File: src/rtl/note_sequencer_if.sv
// Control/table-write bus and PWM-facing outputs of the note sequencer.
// The master side drives requests and table writes; the slave is the sequencer.
interface note_sequencer_if #(
    parameter int AW = 4
);
    logic          start;
    logic          stop;
    logic          loop_en;
    logic          wr_en;
    logic [AW-1:0] wr_addr;
    logic [15:0]   wr_data;
    logic [7:0]    freq_code;
    logic          busy;
    logic          done;
    logic [AW-1:0] step_addr;

    modport master (
        output start, stop, loop_en, wr_en, wr_addr, wr_data,
        input  freq_code, busy, done, step_addr
    );

    modport slave (
        input  start, stop, loop_en, wr_en, wr_addr, wr_data,
        output freq_code, busy, done, step_addr
    );
endinterface

File: src/rtl/note_sequencer.sv
// Tempo-driven note sequencer: plays (code, duration) table entries into the
// PWM generator's frequency input, with a silent gap after every note.
module note_sequencer #(
    parameter int DEPTH     = 16,
    parameter int TICK_DIV  = 48000,
    parameter int GAP_TICKS = 1
) (
    input  logic            clk,
    input  logic            reset,
    note_sequencer_if.slave bus
);
    localparam int AW       = $clog2(DEPTH);
    localparam int PW       = $clog2(TICK_DIV);
    localparam int GAP_LAST = (GAP_TICKS > 0) ? GAP_TICKS - 1 : 0;
    localparam int GW       = $clog2(GAP_LAST + 2);

    typedef enum logic [2:0] {
        S_IDLE,
        S_LOAD,
        S_PLAY,
        S_GAP,
        S_DONE
    } state_t;

    state_t        state_q, state_d;
    logic [AW-1:0] idx_q, idx_d;
    logic [7:0]    freq_q, freq_d;
    logic [7:0]    dur_q, dur_d;
    logic [PW-1:0] presc_q, presc_d;
    logic [GW-1:0] gap_q, gap_d;
    logic [15:0]   seq_table [DEPTH];
    logic [15:0]   entry;
    logic          tick;
    logic          advance;
    logic          end_seq;

    // Writes land at any time; the FSM only samples an entry while in LOAD.
    always_ff @(posedge clk or negedge reset) begin
        if (!reset) begin
            for (int i = 0; i < DEPTH; i++) begin
                seq_table[i] <= '0;
            end
        end else if (bus.wr_en) begin
            seq_table[bus.wr_addr] <= bus.wr_data;
        end
    end

    assign entry = seq_table[idx_q];
    assign tick  = ((state_q == S_PLAY) || (state_q == S_GAP)) &&
                   (presc_q == PW'(TICK_DIV - 1));

    always_comb begin
        state_d = state_q;
        idx_d   = idx_q;
        freq_d  = freq_q;
        dur_d   = dur_q;
        presc_d = '0;
        gap_d   = gap_q;
        advance = 1'b0;
        end_seq = 1'b0;

        case (state_q)
            S_IDLE: begin
                freq_d = '0;
                idx_d  = '0;
                if (bus.start && !bus.stop) begin
                    state_d = S_LOAD;
                end
            end
            S_LOAD: begin
                if (entry[7:0] != 8'd0) begin
                    freq_d  = entry[15:8];
                    dur_d   = entry[7:0];
                    state_d = S_PLAY;
                end else begin
                    end_seq = 1'b1;
                end
            end
            S_PLAY: begin
                presc_d = tick ? '0 : presc_q + PW'(1);
                if (tick) begin
                    dur_d = dur_q - 8'd1;
                    if (dur_q == 8'd1) begin
                        if (GAP_TICKS > 0) begin
                            state_d = S_GAP;
                            gap_d   = '0;
                            freq_d  = '0;
                        end else begin
                            advance = 1'b1;
                        end
                    end
                end
            end
            S_GAP: begin
                presc_d = tick ? '0 : presc_q + PW'(1);
                if (tick) begin
                    if (gap_q == GW'(GAP_LAST)) begin
                        advance = 1'b1;
                    end else begin
                        gap_d = gap_q + GW'(1);
                    end
                end
            end
            S_DONE: begin
                state_d = S_IDLE;
            end
            default: begin
                state_d = S_IDLE;
            end
        endcase

        if (advance) begin
            if (idx_q != AW'(DEPTH - 1)) begin
                idx_d   = idx_q + AW'(1);
                freq_d  = '0;
                state_d = S_LOAD;
            end else begin
                end_seq = 1'b1;
            end
        end

        // Looping from index 0 would spin forever on an empty table, so it finishes instead.
        if (end_seq) begin
            freq_d = '0;
            idx_d  = '0;
            if (bus.loop_en && (idx_q != '0)) begin
                state_d = S_LOAD;
            end else begin
                state_d = S_DONE;
            end
        end

        if (bus.stop && ((state_q == S_LOAD) || (state_q == S_PLAY) || (state_q == S_GAP))) begin
            state_d = S_IDLE;
            idx_d   = '0;
            freq_d  = '0;
            presc_d = '0;
        end
    end

    always_ff @(posedge clk or negedge reset) begin
        if (!reset) begin
            state_q <= S_IDLE;
            idx_q   <= '0;
            freq_q  <= '0;
            dur_q   <= '0;
            presc_q <= '0;
            gap_q   <= '0;
        end else begin
            state_q <= state_d;
            idx_q   <= idx_d;
            freq_q  <= freq_d;
            dur_q   <= dur_d;
            presc_q <= presc_d;
            gap_q   <= gap_d;
        end
    end

    assign bus.freq_code = freq_q;
    assign bus.busy      = (state_q == S_LOAD) || (state_q == S_PLAY) || (state_q == S_GAP);
    assign bus.done      = (state_q == S_DONE);
    assign bus.step_addr = idx_q;
endmodule

File: src/flat_wrapper.sv
// flat-port wrapper written by rule: the top's interface ports become plain ports
module note_sequencer_flat 
#(
    parameter int DEPTH     = 16,
    parameter int TICK_DIV  = 48000,
    parameter int GAP_TICKS = 1
)
  (clk, reset, bus_start, bus_stop, bus_loop_en, bus_wr_en, bus_wr_addr, bus_wr_data, bus_freq_code, bus_busy, bus_done, bus_step_addr);
  note_sequencer_if bus_i ();
  input  logic clk;
  input  logic reset;
  input wire logic [$bits(bus_i.start)-1:0] bus_start;
  input wire logic [$bits(bus_i.stop)-1:0] bus_stop;
  input wire logic [$bits(bus_i.loop_en)-1:0] bus_loop_en;
  input wire logic [$bits(bus_i.wr_en)-1:0] bus_wr_en;
  input wire logic [$bits(bus_i.wr_addr)-1:0] bus_wr_addr;
  input wire logic [$bits(bus_i.wr_data)-1:0] bus_wr_data;
  output wire logic [$bits(bus_i.freq_code)-1:0] bus_freq_code;
  output wire logic [$bits(bus_i.busy)-1:0] bus_busy;
  output wire logic [$bits(bus_i.done)-1:0] bus_done;
  output wire logic [$bits(bus_i.step_addr)-1:0] bus_step_addr;
  assign bus_i.start = bus_start;
  assign bus_i.stop = bus_stop;
  assign bus_i.loop_en = bus_loop_en;
  assign bus_i.wr_en = bus_wr_en;
  assign bus_i.wr_addr = bus_wr_addr;
  assign bus_i.wr_data = bus_wr_data;
  assign bus_freq_code = bus_i.freq_code;
  assign bus_busy = bus_i.busy;
  assign bus_done = bus_i.done;
  assign bus_step_addr = bus_i.step_addr;
  note_sequencer #(.DEPTH(DEPTH), .TICK_DIV(TICK_DIV), .GAP_TICKS(GAP_TICKS)) u_core (.clk(clk), .reset(reset), .bus(bus_i));
endmodule
File: config.mk
export PLATFORM = sky130hd
export DESIGN_NAME = note_sequencer_flat
export DESIGN_NICKNAME = d
export VERILOG_FILES = /design/src/rtl/note_sequencer_if.sv /design/src/rtl/note_sequencer.sv /design/src/flat_wrapper.sv
export SDC_FILE = /design/constraint.sdc
export NUM_CORES = 1
export LEC_CHECK = 0
export CORE_MARGIN = 5
export CORE_UTILIZATION = 56
export CTS_CLUSTER_SIZE = 20
export DETAILED_ROUTE_END_ITERATION = 8
export PLACE_DENSITY = 0.73
export RECOVER_POWER = 25
export SLEW_MARGIN = 10
export SYNTH_ARGS = -nofsm -noshare
export SYNTH_HDL_FRONTEND = slang
export SYNTH_SLANG_ARGS = --single-unit
File: constraint.sdc
create_clock -name clk -period 2.6 [get_ports clk]
set_input_delay 0.26 -clock clk [delete_from_list [all_inputs] [get_ports clk]]
set_output_delay 0.26 -clock clk [all_outputs]
set_load 0.05 [all_outputs]
==> summary.txt <==
Status
  • Status: finished, violations left
  • Violated checks: capacitance limit, slew limit, setup timing

Die
  • Initial core utilization: 56.7%
  • Die X: 167 um
  • Core region area: 24200 um2
  • Boundary pin count: 40
  • Cell Rows: 57
  • Die Area: 27800 um2
  • Die extent in y: 167 um

Yosys
  • Area share of and/or/nand/nor cells after synthesis: 5.69%
  • Largest cells by area after synthesis: dfrtp_1, mux2_2, mux4_2
  • Mapped Cells: 957
  • YS warnings: 0
  • Synth Area in XOR/XNOR: 0.892%
  • Synth area leader: dfrtp_1
  • Largest family of logic cells by synthesized area: multiplexers
  • Register bit total from synthesis: 295
  • Compound-cell area share of the yosys netlist: 3.28%
  • Mux contribution to synthesized area: 33.8%
  • EDFF count, synth: 0
  • Post-Syn Nets: 988
  • Most used DFF post-synth: dfrtp_1
  • Synthesized-area fraction occupied by adder cells: 0.455%
  • Yosys top cell area share: 53.7%
  • Netlist Area Pre-Place: 13800 um2
  • Sequential share of the synthesized area: 53.7%
  • Async SR Flop Fraction: 100%
  • Unique masters post-synth: 53
  • Syn Area/Cell: 14.4 um2

Cells and area
  • Area of the multi-input gates: 6140 um2
  • Register area: 7390 um2
  • Most common cell after layout, fill and taps aside: dfrtp_1
  • Area grow syn2layout: 17.0%
  • Ant. Diodes: 0
  • Most frequent cells in the layout: dfrtp_1, mux2_2, mux4_2
  • Final nets: 1068
  • Final Cell Area: 16100 um2
  • Fraction of layout cells with a size suffix above 1: 45.9%
  • Final core occ: 66.4%
  • # fillers: 1728

Global routing
  • First-pass GRT wire length: 50.7 mm
  • Largest net degree at the start of global routing: 84
  • Total track usage: 22.8%
  • Initial antenna violation count: 0
  • Grt ovf: 0
  • Vias in the first global route: 8825

Clocking
  • Later-pin clock latency in the skew report: 0.56 ns
  • Max Root-Sink Buffers: 3
  • Clk root buf: clkbuf_16
  • Clock buffer count from CTS: 31
  • CTS tree: yes
  • Clock sink count: 295
  • H-tree levels: 1
  • Clk pin slew, worst setup/hold paths: 0.06 ns

Timing
  • Worst-margin pin slew: 1.96 ns
  • Final Hold Fails: 0
  • Unrepaired setup endpoints after global routing: yes
  • Max_slew headroom: -30.7%
  • Period utilization: 109%
  • Final setup violation count: 23
  • Final worst setup slack: -0.230 ns
  • Setup Skew: 0.0152 ns
  • Final Max Tran Viols: 83
  • Final hold slack: 0.348 ns
  • F_max: 0.353 GHz
  • Tmin final: 2.83 ns

Power
  • Peak supply drop: 0.000518 V
  • Overall power: 13.3 mW
  • Pwr Density: 825 nW/um2
  • Static Leak: 6.76 nW

Worst setup path
  • Slowest cell on the critical path: or4b_4
  • Data arrival time of the worst path: 3.25 ns
  • CP Capture Type: register
  • CP delay by family, top: multiplexers
  • Reg2Reg Setup Slack: -0.23 ns
  • Worst EP required: 3.02 ns
  • Worst setup path class: register to register
  • Startpoint Class: register
  • Worst-path maximum fanout: 9
  • Slowest stage delay, CP: 0.56 ns
  • Buffers & Inverters on Critical Path: 1
  • Crit path cell chain: buf_12 > mux4_2 > mux2_4 > nand2b_4 > or4b_4 > a21o_4 > a21oi_2 > o211ai_1

Hold path
  • Hold Crit Class: input pin to register

Placement
  • Final HPWL DP: 20.2 mm
  • Placed Area: 14900 um2
  • # port buffers: 39
  • DP Worst Slack: -0.322 ns
  • GPL Wtd Cong: 0.850

Route
  • Detailed-route via count: 8426
  • Via density: 6.08
  • Initial DRC Count: 669
  • DRT Pass-1 Iters: 5
  • Wire length per cell: 22.7 um
  • DRC: 0
  • Antenna viol nets, final: 0
  • Final WL: 31.4 mm

Job
  • Max-cap violation count: 1
-- logic make-up (layout without fill, tap and decap cells) --
logic type | after synthesis | in the layout
DFF | 295 | 295
adders and majority gates | 5 | 5
muxes | 345 | 345
buffers and inverters | 73 | 177
xor gates and xnor gates | 14 | 14
and+or+nand+nor | 157 | 157
AOI/OAI and AO/OA | 68 | 68
-- Yosys cell counts (all sizes together), types with 3 or more instances --
cell type,number
clkbuf,47
dfrtp,295
a211oi,7
mux2,260
and2,4
nand4,3
mux2i,16
o211ai,4
nor4,3
nand2b,10
xor2,8
a22oi,4
a21oi,20
nor2b,3
buf,20
nand2,28
inv,6
ha,5
nand3b,7
nor2,48
and3,3
nand3,24
nor3,10
o21ai,19
mux4,69
or3,5
xnor2,6
-- report_power, final --
group | switching (mW) | internal [mW]
clock | 1.77 | 2.77
combinational | 1.11 | 1.43
sequential | 0.572 | 5.62
total | 3.45 | 9.81
-- sequential cells by signal (all words and copies together), names as in the netlist --
name / flops
u_core.bus.freq_code: 8
u_core.presc_q: 16
u_core.bus.step_addr: 4
u_core.seq_table: 256
u_core.state_q: 3
u_core.dur_q: 8
-- layer usage --
| layer | part of all wire, % | track usage [%] |
|---|---|---|
| met1 | 45 | 33.3 |
| met2 | 49 | 37.3 |
| met3 | 4.4 | 3.37 |
| met4 | 1.8 | 4.59 |
| met5 | 0 | 0 |
-- layout make-up --
| class | instances | share of cell area (%) |
|---|---|---|
| clock buffer | 48 | 5.84 |
| timing repair buffer | 114 | 6.61 |
| multi-input combinational | 589 | 38.2 |
| sequential | 295 | 45.9 |
| inverter | 6 | 0.140 |
| clock inverter | 9 | 0.785 |
| tap | 324 | 2.52 |
-- stage by stage --
step / std cells / setup TNS, ns
after floorplan: 957 / -4.37
after global placement: 1324 / -4.81
after detailed placement: 1324 / -5.88
after CTS: 1385 / -4.55
after global routing: 1385 / -9.98
final: 1385 / -4.14
-- worst paths after layout --
kind | startpoint | to | depth (start not counted)
worst max register to register | u_core.bus.step_addr[1] | u_core.dur_q[2] | 8
worst min register to register | u_core.presc_q[0] | u_core.presc_q[0] | 1
worst min-delay path | bus_stop | u_core.presc_q[6] | 2
worst max-delay path | u_core.bus.step_addr[1] | u_core.dur_q[2] | 8
max in group asynchronous | reset | u_core.presc_q[10] | 3
min in group asynchronous | reset | u_core.seq_table[82] | 2
-- what timing repair did --
item	in CTS	in global routing
cloned	0	0
endpoints found under the setup margin	23	24
hold endpoints to repair	74	0
hold buffers	1	0
setup buffers	3	0
resized for setup	5	10
pin swaps	3	3
Power figures use the tool's default switching activity.
